### src/rtl/uart_rx_frontend.sv
// UART receiver front end: 2-FF synchroniser, mid-bit sampling FSM and a one-byte
// holding register with valid/ack handshake. Optional parity via `UART_RX_PARITY_EN`.
module uart_rx_frontend #(
    parameter int CLKS_PER_BIT = 868,
    parameter int PARITY_ODD   = 0
) (
    input  logic       clk_in,
    input  logic       reset_in,
    input  logic       uart_rxd,
    output logic [7:0] data_out,
    output logic       data_valid_out,
    input  logic       data_ack_in,
    output logic       frame_err_out,
    output logic       parity_err_out,
    output logic       overrun_out
);

    localparam int CW = (CLKS_PER_BIT > 1) ? $clog2(CLKS_PER_BIT) : 1;
    // The counter expires on zero, so loading (period - 1) yields exactly one period.
    localparam logic [CW-1:0] HALF_LOAD = CW'(CLKS_PER_BIT / 2 - 1);
    localparam logic [CW-1:0] BIT_LOAD  = CW'(CLKS_PER_BIT - 1);
    localparam logic [CW-1:0] CNT_ZERO  = CW'(0);
    localparam logic [CW-1:0] CNT_ONE   = CW'(1);

    localparam logic [2:0] ST_IDLE   = 3'd0;
    localparam logic [2:0] ST_START  = 3'd1;
    localparam logic [2:0] ST_DATA   = 3'd2;
    localparam logic [2:0] ST_STOP   = 3'd4;
    localparam logic [2:0] ST_BREAK  = 3'd5;
`ifdef UART_RX_PARITY_EN
    localparam logic [2:0] ST_PARITY = 3'd3;
    localparam logic       PAR_ODD   = (PARITY_ODD != 0) ? 1'b1 : 1'b0;
`else
    logic unused_parity_s;
    assign unused_parity_s = (PARITY_ODD != 0) ? 1'b1 : 1'b0;
`endif

    logic [1:0]    sync_q, sync_d;
    logic [2:0]    state_q, state_d;
    logic [CW-1:0] cnt_q, cnt_d;
    logic [2:0]    bit_idx_q, bit_idx_d;
    logic [7:0]    shift_q, shift_d;
    logic          par_mis_q, par_mis_d;
    logic [7:0]    data_q, data_d;
    logic          valid_q, valid_d;
    logic          frame_err_q, frame_err_d;
    logic          parity_err_q, parity_err_d;
    logic          overrun_q, overrun_d;
    logic          rx_s, expired_s, commit_s, ack_s;

    assign rx_s      = sync_q[1];
    assign expired_s = (cnt_q == CNT_ZERO);
    assign ack_s     = valid_q & data_ack_in;
    assign sync_d    = {sync_q[0], uart_rxd};

    // Frame FSM: start detection, bit pacing, sampling and stop-bit outcome.
    always_comb begin
        state_d      = state_q;
        bit_idx_d    = bit_idx_q;
        shift_d      = shift_q;
        par_mis_d    = par_mis_q;
        commit_s     = 1'b0;
        frame_err_d  = 1'b0;
        parity_err_d = 1'b0;
        if (expired_s) begin
            cnt_d = cnt_q;
        end else begin
            cnt_d = cnt_q - CNT_ONE;
        end
        case (state_q)
            ST_IDLE: begin
                if (!rx_s) begin
                    cnt_d     = HALF_LOAD;
                    par_mis_d = 1'b0;
                    state_d   = ST_START;
                end else begin
                    state_d = ST_IDLE;
                end
            end
            ST_START: begin
                if (expired_s) begin
                    if (!rx_s) begin
                        cnt_d     = BIT_LOAD;
                        bit_idx_d = 3'd0;
                        state_d   = ST_DATA;
                    end else begin
                        state_d = ST_IDLE;
                    end
                end else begin
                    state_d = ST_START;
                end
            end
            ST_DATA: begin
                if (expired_s) begin
                    shift_d   = {rx_s, shift_q[7:1]};
                    cnt_d     = BIT_LOAD;
                    bit_idx_d = bit_idx_q + 3'd1;
                    if (bit_idx_q == 3'd7) begin
`ifdef UART_RX_PARITY_EN
                        state_d = ST_PARITY;
`else
                        state_d = ST_STOP;
`endif
                    end else begin
                        state_d = ST_DATA;
                    end
                end else begin
                    state_d = ST_DATA;
                end
            end
`ifdef UART_RX_PARITY_EN
            ST_PARITY: begin
                if (expired_s) begin
                    par_mis_d = (rx_s != ((^shift_q) ^ PAR_ODD));
                    cnt_d     = BIT_LOAD;
                    state_d   = ST_STOP;
                end else begin
                    state_d = ST_PARITY;
                end
            end
`endif
            ST_STOP: begin
                if (expired_s) begin
                    if (rx_s) begin
                        if (par_mis_q) begin
                            parity_err_d = 1'b1;
                        end else begin
                            commit_s = 1'b1;
                        end
                        state_d = ST_IDLE;
                    end else begin
                        frame_err_d = 1'b1;
                        state_d     = ST_BREAK;
                    end
                end else begin
                    state_d = ST_STOP;
                end
            end
            ST_BREAK: begin
                if (rx_s) begin
                    state_d = ST_IDLE;
                end else begin
                    state_d = ST_BREAK;
                end
            end
            default: begin
                state_d = ST_IDLE;
            end
        endcase
    end

    // Holding register: commit wins over ack for data, and a same-cycle ack clears overrun.
    always_comb begin
        data_d    = data_q;
        valid_d   = valid_q;
        overrun_d = overrun_q;
        if (commit_s) begin
            data_d  = shift_q;
            valid_d = 1'b1;
            if (ack_s) begin
                overrun_d = 1'b0;
            end else if (valid_q) begin
                overrun_d = 1'b1;
            end else begin
                overrun_d = overrun_q;
            end
        end else if (ack_s) begin
            valid_d   = 1'b0;
            overrun_d = 1'b0;
        end else begin
            valid_d = valid_q;
        end
    end

    // State and output registers; synchroniser resets to the idle line level.
    always_ff @(posedge clk_in or negedge reset_in) begin
        if (!reset_in) begin
            sync_q       <= 2'b11;
            state_q      <= ST_IDLE;
            cnt_q        <= CNT_ZERO;
            bit_idx_q    <= 3'd0;
            shift_q      <= 8'h00;
            par_mis_q    <= 1'b0;
            data_q       <= 8'h00;
            valid_q      <= 1'b0;
            frame_err_q  <= 1'b0;
            parity_err_q <= 1'b0;
            overrun_q    <= 1'b0;
        end else begin
            sync_q       <= sync_d;
            state_q      <= state_d;
            cnt_q        <= cnt_d;
            bit_idx_q    <= bit_idx_d;
            shift_q      <= shift_d;
            par_mis_q    <= par_mis_d;
            data_q       <= data_d;
            valid_q      <= valid_d;
            frame_err_q  <= frame_err_d;
            parity_err_q <= parity_err_d;
            overrun_q    <= overrun_d;
        end
    end

    assign data_out       = data_q;
    assign data_valid_out = valid_q;
    assign frame_err_out  = frame_err_q;
    assign parity_err_out = parity_err_q;
    assign overrun_out    = overrun_q;

endmodule

### config.mk
export PLATFORM = sky130hd
export DESIGN_NAME = uart_rx_frontend
export DESIGN_NICKNAME = d
export VERILOG_FILES = /design/src/rtl/uart_rx_frontend.sv
export SDC_FILE = /design/constraint.sdc
export NUM_CORES = 1
export LEC_CHECK = 0
export ABC_AREA = 1
export BUFFER_PORTS_ARGS = -buffer_cell sky130_fd_sc_hd__buf_4
export CELL_PAD_IN_SITES_DETAIL_PLACEMENT = 0
export CELL_PAD_IN_SITES_GLOBAL_PLACEMENT = 1
export CORE_ASPECT_RATIO = 0.6
export CORE_MARGIN = 8
export CORE_UTILIZATION = 25
export CTS_CLUSTER_DIAMETER = 100
export DETAILED_ROUTE_END_ITERATION = 12
export GPL_ROUTABILITY_DRIVEN = 0
export PLACE_DENSITY = 0.5
export SYNTH_ARGS = -nofsm -noshare
export SYNTH_HDL_FRONTEND = slang
export SYNTH_SLANG_ARGS = --single-unit
export TNS_END_PERCENT = 10
### constraint.sdc
create_clock -name clk_in -period 4.2 [get_ports clk_in]
set_input_delay 0.63 -clock clk_in [delete_from_list [all_inputs] [get_ports clk_in]]
set_output_delay 0.63 -clock clk_in [all_outputs]
set_load 0.005 [all_outputs]
==> out/metrics.csv, run 1 <==
stage,metric,value,unit
outcome,outcome,"complete, no violations",
timing,hold_violations,0,
layout,ff_latch_area,928.4,um^2
layout,final_core_util,0.3110,
global_route,grt_antenna_before_repair,0,
routing,vias,1435,
clocking,cts_hold_buffers,0,
clocking,cts_sinks,37,
routing,drt-initial-drc-count,117,
layout,fin_nets,254,
floorplan,die_y,83.38,um
power_and_ir_drop,leakagePower,1.201,nW
timing,setup_viol,0,
timing,min_period,2.038,ns
flow_run,max-cap-violations,0,
layout,most-common-layout-cells,"nand2_1, dfrtp_1, inv_1, nand3_1, nor2_1",
timing,max_freq,490.7,MHz
yosys,post-synth-top-area-fraction,0.4630,
setup_path,worstPathArrival,2.19,ns
floorplan,die_w,128.3,um
clocking,htreeDepth,2,
layout,layout_commonest_cell,nand2_1,
timing,grt_setup_unrepaired,no,
global_route,grt_start_max_net_pins,38,
setup_path,ff2ff_path_depth,10,
clocking,worstSkewPairLatency,0.28,ns
routing,drtAntennaViolNets,0,
yosys,yosys_register_bits,37,
layout,antenna_cells,0,
setup_path,path_class,register to register,
floorplan,row_count,24,
routing,firstDrtPassIters,4,
yosys,synthArstFlopShare,1.000,
setup_path,r2r_setup_slack,2.16,ns
floorplan,dieArea,0.01070,mm^2
yosys,syn_area,0.001892,mm^2
yosys,yosys.area.top_type,dfrtp_1,
timing,tns,0,ns
routing,drc,0,
yosys,avgSynthCellArea,8.225,um^2
routing,vias_per_cell,4.088,
setup_path,timing.rr.end,cnt_q[0]$_DFF_PN0_,
setup_path,worst_r2r_startpoint,cnt_q[0]$_DFF_PN0_,
layout,drive_gt1_frac,0.1417,
power_and_ir_drop,peakVddDrop,0.1069,mV
floorplan,io_pins,16,
clocking,ctsLongestPathBuffers,2,
setup_path,crit_path_max_fanout,8,
place,portBuffers,14,
timing,final_max_slew_viol_count,0,
global_route,grt_pass1_wl,8217,um
place,place_hpwl,3435,um
yosys,synth_ff_type,dfrtp_1,
yosys,syn_inst,230,
setup_path,end_kind,register,
yosys,yosysSeqAreaShare,0.4907,
power_and_ir_drop,p_per_area,358.9,mW/mm^2
yosys,yosys-top-cells-area,"dfrtp_1, nand2_1, inv_1",
timing,final.period_utilization,0.4852,
yosys,synth_edf_count,0,
layout,multiInputGateArea,802.0,um^2
layout,area_delta_synth_final,19.97,%
yosys,syn_nets,238,
layout,fillers,788,
clocking,root_buffer,clkbuf_16,
routing,routed_wl,4737,um
floorplan,coreArea,0.007297,mm^2
yosys,synth_cell_types,28,
clocking,cts_tree,built,
global_route,grt.overflow.total,0,
setup_path,required,4.35,ns
global_route,grtUsageTotal,0.09925,
global_route,first_global_vias,1517,
floorplan,initial_core_util,0.2593,
routing,avgRoutedWirePerCell,13.50,um
clocking,cts_setup_buffers,0,
clocking,path_clk_slew,0.06,ns
setup_path,cp-start-kind,register,
clocking,cts-buffers-inserted,5,
yosys,yosysWarnings,0,
clocking,post_cts_resized,0,
min_path,holdCritPathClass,input pin to asynchronous set/reset pin,
timing,skew,0.003403,ns
## report_power, final
group | switching (mW) | internal, mW
Clock | 0.147 | 0.296
Sequential | 0.00180 | 0.358
Combinational | 0.00916 | 0.00207
Total | 0.158 | 0.657
## worst max path at each step
stage / startpoint / to / slack, ns
2_1_floorplan: cnt_q[0]$_DFF_PN0_ / cnt_q[0]$_DFF_PN0_ / 2.35
3_3_place_gp: cnt_q[0]$_DFF_PN0_ / cnt_q[0]$_DFF_PN0_ / 2.20
3_5_place_dp: cnt_q[0]$_DFF_PN0_ / cnt_q[0]$_DFF_PN0_ / 2.17
4_1_cts: cnt_q[0]$_DFF_PN0_ / cnt_q[0]$_DFF_PN0_ / 2.16
5_1_grt: cnt_q[0]$_DFF_PN0_ / cnt_q[0]$_DFF_PN0_ / 2.01
6_report: cnt_q[0]$_DFF_PN0_ / cnt_q[0]$_DFF_PN0_ / 2.16
## critical path, stage by stage, from the launching register on
cell     delay [ns]
dfrtp_1        0.40
inv_1          0.09
ha_1           0.24
nand2_2        0.13
nor2_8         0.21
nand3_4        0.13
ha_1           0.32
nor2_1         0.11
nand3_1        0.08
nand3_1        0.10
nand4_1        0.08
## cells in the mapped netlist (2+ instances only)
cell type / n
nand2_1: 64
dfrtp_1: 35
inv_1: 33
nand3_1: 19
nor2_1: 18
o21ai_1: 16
nand4_1: 7
o21ai_0: 6
ha_1: 4
buf_2: 3
xor2_1: 3
a21oi_1: 2
dfstp_2: 2
nand2_2: 2
nor2_4: 2
nor2_8: 2
## cells by family (layout without fill, tap and decap cells)
kind of cell    count (synthesis)  after routing  share of synthesized area
simple gates                  119            119                     0.3056
buf+inv                        39             56                    0.08531
flops                          37             37                     0.4907
compound gates                 27             27                    0.07606
fa+ha+maj                       4              4                    0.02646
xor+xnor                        3              3                    0.01389
other cells                     1              1                   0.001982
## through the flow
step / setup WS, ns / cells / area [um^2] / hold slack [ns] / power, mW
4_1_cts: 2.161 / 351 / 2270 / 0.3360 / 0.8293
6_report: 2.162 / 351 / 2270 / 0.3140 / 0.8146
5_1_grt: 2.012 / 351 / 2270 / 0.3537 / 0.8460
3_5_place_dp: 2.170 / 343 / 2093 / 0.3475 / 0.3785
2_1_floorplan: 2.351 / 230 / 1892 / 0.3344 / 0.3684
3_3_place_gp: 2.201 / 343 / 2093 / 0.3479 / 0.3786
## registers in the layout (all words and copies together) (netlist names)
register	count
cnt_q	10
data_out	8
shift_q	8
bit_idx_q	3
state_q	3
sync_q	2
data_valid_out	1
frame_err_out	1
overrun_out	1
## metal layers
layer | GRT usage | up-vias | share of wire
li1 | - | 764 | -
met1 | 0.1563 | 640 | 0.60
met2 | 0.1189 | 26 | 0.34
met3 | 0.03125 | 5 | 0.043
met4 | 0.02897 | 0 | 0.0089
met5 | 0 | - | 0
## cell type report
class,instances,area share
inverters,34,0.05623
multi-input cells,154,0.3534
flip-flops and latches,37,0.4090
clock inverters,2,0.01654
repair buffers,14,0.04631
well taps,104,0.05733
clock buffers,6,0.06119
No activity file was read; power rests on OpenSTA's default activity.
==> inputs of run 2 (changes only) <==
Settings changed: ABC_AREA 1 to 0, PLACE_DENSITY 0.5 to 0.49.
Clock period 4.2 ns to 1.77 ns, I/O delays scaled along.
==> run 2 against run 1 <==
Compared with the run above:
- the flow now finishes with violations (negative setup slack)
- synthesized cell count fell by 38%
- sequential cell count unchanged
- wire length fell by 15%
- final cell count shrank 19%
- die area is 4.0% lower
- via count fell by 11%
- sequential power is 140% higher
- worst setup slack worse by 2.3 ns
- largest cell class is now multi-input combinational cells
- highest routed layer unchanged
==> out/metrics.csv, run 2 <==
stage,metric,value,unit,change
clocking,path_clk_slew,0.06,ns,about the same
timing,holdWs,0.09165,ns,-0.2223 ns
power_and_ir_drop,p_sw_frac,0.1873,,-0.006637
min_path,holdCritPathClass,input pin to register,,
yosys,yosys_register_bits,37,,unchanged
yosys,synthArstFlopShare,1.000,,unchanged
setup_path,required,1.92,ns,-2.43 ns
clocking,htreeDepth,2,,unchanged
global_route,first_global_vias,1358,,-10%
power_and_ir_drop,p_sw,0.3859,mW,+140%
timing,final_max_slew_viol_count,0,,unchanged
place,portBuffers,14,,unchanged
clocking,worstSkewPairLatency,0.28,ns,about the same
clocking,ctsLongestPathBuffers,2,,unchanged
routing,vias,1280,,-11%
routing,drtAntennaViolNets,0,,unchanged
timing,max_freq,519.9,MHz,+6.0%
place,place_hpwl,2716,um,-21%
layout,antenna_cells,0,,unchanged
layout,final_core_util,0.3636,,+0.05253
power_and_ir_drop,p_comb_frac,0.018,,+0.004
setup_path,worstPathArrival,2.07,ns,-0.12 ns
setup_path,cp-start-kind,register,,
clocking,cts_sinks,37,,unchanged
layout,ff_latch_area,930.9,um^2,+0.27%
power_and_ir_drop,p_per_area,796.3,mW/mm^2,+120%
yosys,yosys-top-cells-area,"dfrtp_1, mux2_2, dfstp_2",,
yosys,post-synth-top-area-fraction,0.4861,,+0.02315
layout,drive_gt1_frac,0.5492,,+0.4075
routing,firstDrtPassIters,4,,unchanged
power_and_ir_drop,internal_power,1.674,mW,+160%
timing,grt_setup_unrepaired,yes,,
global_route,grt.overflow.total,0,,unchanged
timing,skew,0.003272,ns,-0.0001311 ns
outcome,violations,negative setup slack,,
layout,multiInputGateArea,945.9,um^2,+18%
setup_path,crit_chain,inv_2 > ha_4 > nor3b_4 > and3_4 > buf_6 > inv_6 > ha_4 > nand2b_4 > mux2i_2 > o32ai_2,,
yosys,yosysWarnings,0,,unchanged
floorplan,initial_core_util,0.2532,,-0.006095
floorplan,row_count,24,,unchanged
timing,worst_slack,-0.1535,ns,-2.316 ns
setup_path,path_class,register to register,,
floorplan,io_pins,16,,unchanged
floorplan,die_y,81.76,um,-1.9%
routing,vias_per_cell,4.507,,+10%
routing,drt-initial-drc-count,45,,-62%
yosys,syn_inst,143,,-38%
yosys,yosysMostFrequentCell,dfrtp_1,,
yosys,avgSynthCellArea,12.60,um^2,+53%
global_route,grt_start_max_net_pins,38,,unchanged
setup_path,cp_num_buf_inv,3,,+2
layout,fillers,679,,-14%
yosys,ys_top_cells_by_count,"dfrtp_1, mux2_2, a21oi_1",,
routing,drc,0,,unchanged
power_and_ir_drop,peakVddDrop,0.2948,mV,+180%
layout,max_flop_register,cnt_q,,
setup_path,crit_top_cell,ha_4,,
clocking,cts_tree,built,,
power_and_ir_drop,seq_power_share,0.414,,-0.028
setup_path,crit_path_max_fanout,3,,-5
timing,final.period_utilization,1.087,,+0.6015
clocking,root_buffer,clkbuf_16,,
setup_path,max_stage_delay,0.40,ns,about the same
yosys,syn_nets,151,,-37%
yosys,yosysSeqAreaShare,0.5153,,+0.02454
global_route,grtUsageTotal,0.08501,,-0.01424
layout,most-common-layout-cells,"buf_4, dfrtp_1, mux2_2",,
yosys,syn_area,0.001802,mm^2,-4.8%
flow_run,max-cap-violations,0,,unchanged
routing,avgRoutedWirePerCell,14.22,um,+5.4%
routing,routed_wl,4038,um,-15%
layout,area_delta_synth_final,43.61,%,
yosys,synth_cell_types,47,,+68%
layout,layout_commonest_cell,buf_4,,
yosys,yosys.area.top_type,dfrtp_1,,
timing,hold_violations,0,,unchanged
floorplan,dieArea,0.01027,mm^2,-4.0%
power_and_ir_drop,p_clk_frac,0.568,,+0.024
clocking,cts-buffers-inserted,5,,unchanged
power_and_ir_drop,leakagePower,1.200,nW,-0.11%
floorplan,coreArea,0.007117,mm^2,-2.5%
layout,fin_nets,200,,-21%
global_route,grt_antenna_before_repair,0,,unchanged
timing,setup_viol,23,,+23
global_route,grt_pass1_wl,6865,um,-16%
setup_path,cp_top_family,simple AND/OR/NAND/NOR gates,,
setup_path,cp_slowest_cell,dfrtp_1,,
yosys,synth_edf_count,0,,unchanged
timing,min_period,1.923,ns,-0.1145 ns
floorplan,die_w,125.6,um,-2.1%
layout,largest_reg_flops,10,,unchanged
yosys,synth_ff_type,dfrtp_1,,
setup_path,end_kind,register,,
outcome,outcome,finished with violations,,
run 2: cell count changes in the layout (fill, tap and decap cells not counted), sizes merged, moves of 18 or more:
cell,change
buf,+33
nor2,-19
nand2,-60
mux2,+18
inv,-28
run 2: final timing paths:
check                                     from                  end  slack, ns  cells after the start
max                         cnt_q[1]$_DFF_PN0_   cnt_q[0]$_DFF_PN0_      -0.15                     10
min                                   uart_rxd  sync_q[0]$_DFF_PN1_       0.09                      1
max reg2reg                 cnt_q[1]$_DFF_PN0_   cnt_q[0]$_DFF_PN0_      -0.15                     10
min reg2reg                sync_q[0]$_DFF_PN1_  sync_q[1]$_DFF_PN1_       0.35                      0
max in group asynchronous             reset_in  sync_q[0]$_DFF_PN1_       0.92                      2
min in group asynchronous             reset_in   cnt_q[3]$_DFF_PN0_       0.49                      2
run 2: layout make-up:
type                    count  share of cell area
multi-input cells          95              0.3656
clock inverters             3             0.02660
flip-flops and latches     37              0.3598
well taps                  91             0.04400
inverters                   5            0.009188
repair buffers             48              0.1465
clock buffers               5             0.04836
run 2: metal layers:
metal  GRT usage  up-vias  part of all wire
met2      0.1308       11              0.46
met1      0.1097      644              0.51
met5           0        -                 0
li1            -      620                 -
met3     0.02657        5             0.020
met4     0.03619        0             0.013
run 2: cell families (layout without fill, tap and decap cells):
family / Yosys count / count (layout) / synth area share
and+or+nand+nor: 42 / 43 / 0.1639
DFF: 37 / 37 / 0.5153
AOI/OAI and AO/OA: 25 / 25 / 0.1215
muxes: 20 / 20 / 0.1236
buffers and inverters: 12 / 61 / 0.03610
adders and majority gates: 4 / 4 / 0.02778
xor gates and xnor gates: 2 / 2 / 0.009724
other: 1 / 1 / 0.002081
run 2: power groups by stage:
stage	Clock, mW	Combinational, mW	Sequential, mW
finish	1.17	0.0381	0.852
global route	1.25	0.0439	0.852
CTS	1.20	0.0401	0.852
detailed placement	0	0.0362	0.867
global placement	0	0.0353	0.867
floorplan	0	0.0119	0.866
run 2: timing repair:
item,CTS,global route
cloned,1,0
gates resized for setup,13,14
setup endpoints to repair,27,30
pin swaps,4,3
hold buffers,1,0
buffers inserted,2,4
endpoints found under the hold margin,35,0
run 2: per-stage QoR:
stage	instances	setup WS, ns	area, um^2	power, mW	setup TNS (ns)
after CTS	280	-0.1382	2491	2.088	-1.178
final	284	-0.1535	2587	2.060	-0.9665
after floorplan	143	-0.1731	1829	0.8778	-0.2923
after global placement	268	-0.1081	2201	0.9026	-0.6295
after detailed placement	268	-0.2482	2201	0.9034	-2.611
after global routing	284	-0.2647	2587	2.146	-3.261
